[config.mk]
export PLATFORM = sky130hd
export DESIGN_NAME = shift_register_flat
export DESIGN_NICKNAME = d
export VERILOG_FILES = /design/src/rtl/shift_register_pkg.sv /design/src/rtl/shift_register_if.sv /design/src/rtl/shift_register_bit_counter.sv /design/src/rtl/shift_register.sv /design/src/flat_wrapper.sv
export SDC_FILE = /design/constraint.sdc
export NUM_CORES = 1
export LEC_CHECK = 0
export CAP_MARGIN = 15
export CORE_AREA = 2 2 39 41
export DETAILED_ROUTE_END_ITERATION = 10
export DIE_AREA = 0 0 41 43
export PLACE_DENSITY_LB_ADDON = 0.25
export SYNTH_ARGS = -nofsm -noshare
export SYNTH_HDL_FRONTEND = slang
export SYNTH_SLANG_ARGS = --single-unit
[constraint.sdc]
create_clock -name clk -period 2.6 [get_ports clk]
set_clock_uncertainty 0.1 [all_clocks]
set_input_delay 0.78 -clock clk [delete_from_list [all_inputs] [get_ports clk]]
set_output_delay 0.78 -clock clk [all_outputs]
set_load 0.01 [all_outputs]
[src/rtl/shift_register_pkg.sv]
// rtl/shift_register_pkg.sv - shared constants and op encoding for the shift register
package shift_register_pkg;

   localparam int SHIFTREG_DEFAULT_WIDTH = 8;
   localparam logic RESET_VALUE = 1'b0;

   typedef enum logic [1:0] {
      OP_HOLD,
      OP_SHIFT,
      OP_LOAD
   } sr_op_t;

endpackage

[src/rtl/shift_register_if.sv]
// rtl/shift_register_if.sv - strobe/data bundle of the shift register
// Optional bit_count/word_done members exist only with SHIFTREG_BIT_COUNT_EN.
interface shift_register_if
   import shift_register_pkg::*;
#(
   parameter int WIDTH = SHIFTREG_DEFAULT_WIDTH
);

   logic             peripheral_clk_edge;
   logic             parallel_load;
   logic [WIDTH-1:0] parallel_data_in;
   logic             serial_data_in;
   logic [WIDTH-1:0] parallel_data_out;
   logic             serial_data_out;
`ifdef SHIFTREG_BIT_COUNT_EN
   logic [$clog2(WIDTH+1)-1:0] bit_count;
   logic                       word_done;
`endif

   modport master (
      output peripheral_clk_edge, parallel_load, parallel_data_in, serial_data_in,
`ifdef SHIFTREG_BIT_COUNT_EN
      input  bit_count, word_done,
`endif
      input  parallel_data_out, serial_data_out
   );

   modport slave (
      input  peripheral_clk_edge, parallel_load, parallel_data_in, serial_data_in,
`ifdef SHIFTREG_BIT_COUNT_EN
      output bit_count, word_done,
`endif
      output parallel_data_out, serial_data_out
   );

endinterface

[src/rtl/shift_register_bit_counter.sv]
// rtl/shift_register_bit_counter.sv - counts strobed shifts, pulses wordDone on each full word
// Instantiated only when SHIFTREG_BIT_COUNT_EN is defined.
module shift_register_bit_counter
   import shift_register_pkg::*;
#(
   parameter int WIDTH = SHIFTREG_DEFAULT_WIDTH,
   localparam int CW   = $clog2(WIDTH+1)
) (
   input  logic          clk,
   input  logic          reset,
   input  sr_op_t        op,
   output logic [CW-1:0] bitCount,
   output logic          wordDone
);

   localparam logic [CW-1:0] LastBit = CW'(WIDTH - 1);

   always_ff @(posedge clk) begin
      if (reset) begin
         bitCount <= '0;
         wordDone <= 1'b0;
      end else begin
         wordDone <= 1'b0;
         unique case (op)
            OP_LOAD: bitCount <= '0;
            OP_SHIFT: begin
               // Reaching WIDTH wraps straight to zero; WIDTH itself is never held.
               if (bitCount == LastBit) begin
                  bitCount <= '0;
                  wordDone <= 1'b1;
               end else begin
                  bitCount <= bitCount + 1'b1;
               end
            end
            default: ;
         endcase
      end
   end

endmodule

[src/rtl/shift_register.sv]
// rtl/shift_register.sv - strobe-qualified LSB-first shift register with parallel load
// Define SHIFTREG_BIT_COUNT_EN to add the bit_count/word_done word tracker.
module shift_register
   import shift_register_pkg::*;
#(
   parameter int WIDTH = SHIFTREG_DEFAULT_WIDTH
) (
   input logic               clk,
   input logic               reset,
   shift_register_if.slave   bus
);

   logic [WIDTH-1:0] mem;
   sr_op_t           op;

   // Load outranks shift; nothing happens without the edge strobe.
   always_comb begin
      op = OP_HOLD;
      if (bus.peripheral_clk_edge) begin
         op = bus.parallel_load ? OP_LOAD : OP_SHIFT;
      end
   end

   always_ff @(posedge clk) begin
      if (reset) begin
         mem <= {WIDTH{RESET_VALUE}};
      end else begin
         unique case (op)
            OP_LOAD:  mem <= bus.parallel_data_in;
            OP_SHIFT: mem <= {bus.serial_data_in, mem[WIDTH-1:1]};
            default:  mem <= mem;
         endcase
      end
   end

   assign bus.parallel_data_out = mem;
   assign bus.serial_data_out   = mem[0];

`ifdef SHIFTREG_BIT_COUNT_EN
   shift_register_bit_counter #(
      .WIDTH    (WIDTH)
   ) bitCounter (
      .clk      (clk),
      .reset    (reset),
      .op       (op),
      .bitCount (bus.bit_count),
      .wordDone (bus.word_done)
   );
`endif

endmodule

[src/flat_wrapper.sv]
// flat-port wrapper written by rule: the top's interface ports become plain ports
module shift_register_flat import shift_register_pkg::*;
#(
   parameter int WIDTH = SHIFTREG_DEFAULT_WIDTH
)
  (clk, reset, bus_peripheral_clk_edge, bus_parallel_load, bus_parallel_data_in, bus_serial_data_in, bus_parallel_data_out, bus_serial_data_out);
  shift_register_if #(.WIDTH(WIDTH)) bus_i ();
  input logic clk;
  input logic reset;
  input wire logic [$bits(bus_i.peripheral_clk_edge)-1:0] bus_peripheral_clk_edge;
  input wire logic [$bits(bus_i.parallel_load)-1:0] bus_parallel_load;
  input wire logic [$bits(bus_i.parallel_data_in)-1:0] bus_parallel_data_in;
  input wire logic [$bits(bus_i.serial_data_in)-1:0] bus_serial_data_in;
  output wire logic [$bits(bus_i.parallel_data_out)-1:0] bus_parallel_data_out;
  output wire logic [$bits(bus_i.serial_data_out)-1:0] bus_serial_data_out;
  assign bus_i.peripheral_clk_edge = bus_peripheral_clk_edge;
  assign bus_i.parallel_load = bus_parallel_load;
  assign bus_i.parallel_data_in = bus_parallel_data_in;
  assign bus_i.serial_data_in = bus_serial_data_in;
  assign bus_parallel_data_out = bus_i.parallel_data_out;
  assign bus_serial_data_out = bus_i.serial_data_out;
  shift_register #(.WIDTH(WIDTH)) u_core (.clk(clk), .reset(reset), .bus(bus_i));
endmodule
==> results_dict.tcl <==
set metrics [dict create \
    largest_register_ffs 8 \
    relSlewSlack_pct 62.44 \
    drtPass1Iterations 2 \
    drc 0 \
    grt_max_degree 17 \
    ys_warn_count 0 \
    drive_above_1_share_pct 8.929 \
    clockRootBuffer "clkbuf_4" \
    yosys_register_bits 8 \
    max_cap_violations 0 \
    wl_per_cell_microns 10.47 \
    synth.distinct_cells 9 \
    core_area_sq_um 1384 \
    grt_first_pass_wirelength_mm 1.283 \
    layout_setup_ws_ns 0.5683 \
    max_stage_delay_ns 0.55 \
    async_flop_share_pct 0 \
    die_h_microns 43 \
    synthDominantCellAreaShare_pct 42.81 \
    gp_congestion 0.5810 \
    cts_max_level 1 \
    crit_path_start_kind "flop" \
    synth_top_area_cell "dfxtp_1" \
    numCtsBuffers 3 \
    ctsResizeCount 0 \
    rows 14 \
    synthTopCellsByCount "8 x a211oi_1, 8 x dfxtp_1, 8 x mux2i_1, 6 x nor2_1" \
    synth_area_leaders "dfxtp_1 43%, mux2i_1 21%, a211oi_1 16%" \
    fin_crit_sh_pct 78.14 \
    tightest_slew_ns 0.5616 \
    critPathMaxFanout 3 \
    clk_latency_ns 0.25 \
    drtIter0Drc 1 \
    synthesis.instances 37 \
    diodes 0 \
    cts_tree "yes" \
    cp-end-kind "primary output" \
    synth_edf_count 0 \
    path_cells "clkdlybuf4s50_1" \
    die_w_microns 41 \
    gr-total-overflow 0 \
    ir_drop_mv 0.1928 \
    grt_usage_pct 10.76 \
    fmax_ghz 0.4922 \
    vias 320 \
    crit_type "reg -> out" \
    critPathSlowestCell "clkdlybuf4s50_1" \
    cts.sinks 8 \
    p_leak_nw 0.2319 \
    nets 71 \
    wl_microns 754 \
    avgSynthCellArea_sq_um 10.11 \
    clk_pin_slew_worst_paths_ns 0.06 \
    fin_setup_tns_ns 0 \
    period_needed_ns 2.032 \
    rsz0062_at_grt "false" \
    finalSetupViolations 0 \
    postCtsSetupRepairBufs 0 \
    antenna_found_initial 0 \
    grt_pass1_vias 318 \
    syn_area_sq_um 374.1 \
    io_buffers 21 \
    die-area_sq_um 1763 \
    clk_path_buf_depth 2 \
    seq_area_frac_synth_pct 42.81 \
    drtAntennaViolNets 0 \
    cp_data_arrival_time_ns 1.15 \
    ios 22 \
    synth_flop_cell "dfxtp_1" \
    areaGrowthSynthToFinish_pct 57.19 \
    cpLargestDelayFamily "buffers and inverters" \
    synth.net_count 50 \
    hold_viol_final 0 \
    ctsHoldBuffers 0 \
    outcome "completed" \
    worstPathRequired_ns 1.72 \
    powerDensity_nw_per_um2 511.8 \
    cp_num_buf_inv 1 \
    maxSlewViolCount 0 \
    preCtsSetupSlack_ns 0.4648 \
    viasPerCell 4.444 \
    hp-class "reg -> reg" \
    start_util_pct 27.03 \
]
==> placed cells by master (no fill, tap or decap) <==
cell type and instances:
clkdlybuf4s50_1 21, mux2i_1 8, a211oi_1 8, dfxtp_1 8
nor2_1 6, clkbuf_4 3, nor2_2 2
==> through the flow <==
stage	instance area (sq um)	std cells	hold WS [ns]	util, %	total power [mW]
after global routing	588.1	72	0.4400	42.50	0.3204
after detailed placement	565.5	69	0.4085	40.87	0.2099
after floorplan	374.1	37	0.4309	-	0.1744
final	588.1	72	0.4100	42.50	0.3010
after CTS	588.1	72	0.4158	42.50	0.3071
after global placement	565.5	69	0.4064	40.87	0.2101
==> tightest hold or removal path, stage by stage, from the launching register on <==
cell and delay [ns]:
dfxtp_1 0.32, nor2_1 0.10, a211oi_1 0.05
==> metal layers <==
layer | share of wire (%) | wire length (microns) | global-route usage (%) | vias to the layer above
met5 | 0 | 0 | 0 | -
met4 | 0 | 0 | 8.000 | 0
met3 | 9.9 | 75 | 3.141 | 0
met2 | 43 | 322 | 13.13 | 12
met1 | 47 | 355 | 15.21 | 137
li1 | - | - | - | 171
==> power by group <==
part | switching (mW) | leakage [nW] | internal, mW
Combinational | 0.0250 | 0.152 | 0.0435
Sequential | 0.00649 | 0.0664 | 0.132
Clock | 0.0414 | 0.0138 | 0.0528
==> layout make-up <==
cell class	instances	area (sq um)
sequential	8	160.2
clock buffer	3	22.52
tap	16	20.02
timing repair buffer	21	210.2
fill	140	795.8
multi-input combinational	24	175.2
==> worst paths after layout <==
path	startpoint	end	slack, ns	depth (start not counted)
max	u_core.bus.parallel_data_out[6]	bus_parallel_data_out[6]	0.57	1
min	u_core.bus.parallel_data_out[2]	u_core.bus.parallel_data_out[2]	0.41	2
max reg2reg	u_core.bus.parallel_data_out[7]	u_core.bus.parallel_data_out[6]	1.73	2
min reg2reg	u_core.bus.parallel_data_out[2]	u_core.bus.parallel_data_out[2]	0.41	2
==> kinds of logic (layout without fill, tap and decap cells) <==
kind of cell | count (synthesis) | count (layout) | synth area share (%)
buffers and inverters | 5 | 24 | 10.37
muxes | 8 | 8 | 21.41
AOI/OAI and AO/OA | 8 | 8 | 16.05
and+or+nand+nor | 8 | 8 | 9.364
DFF | 8 | 8 | 42.81
Power figures use the tool's default switching activity.
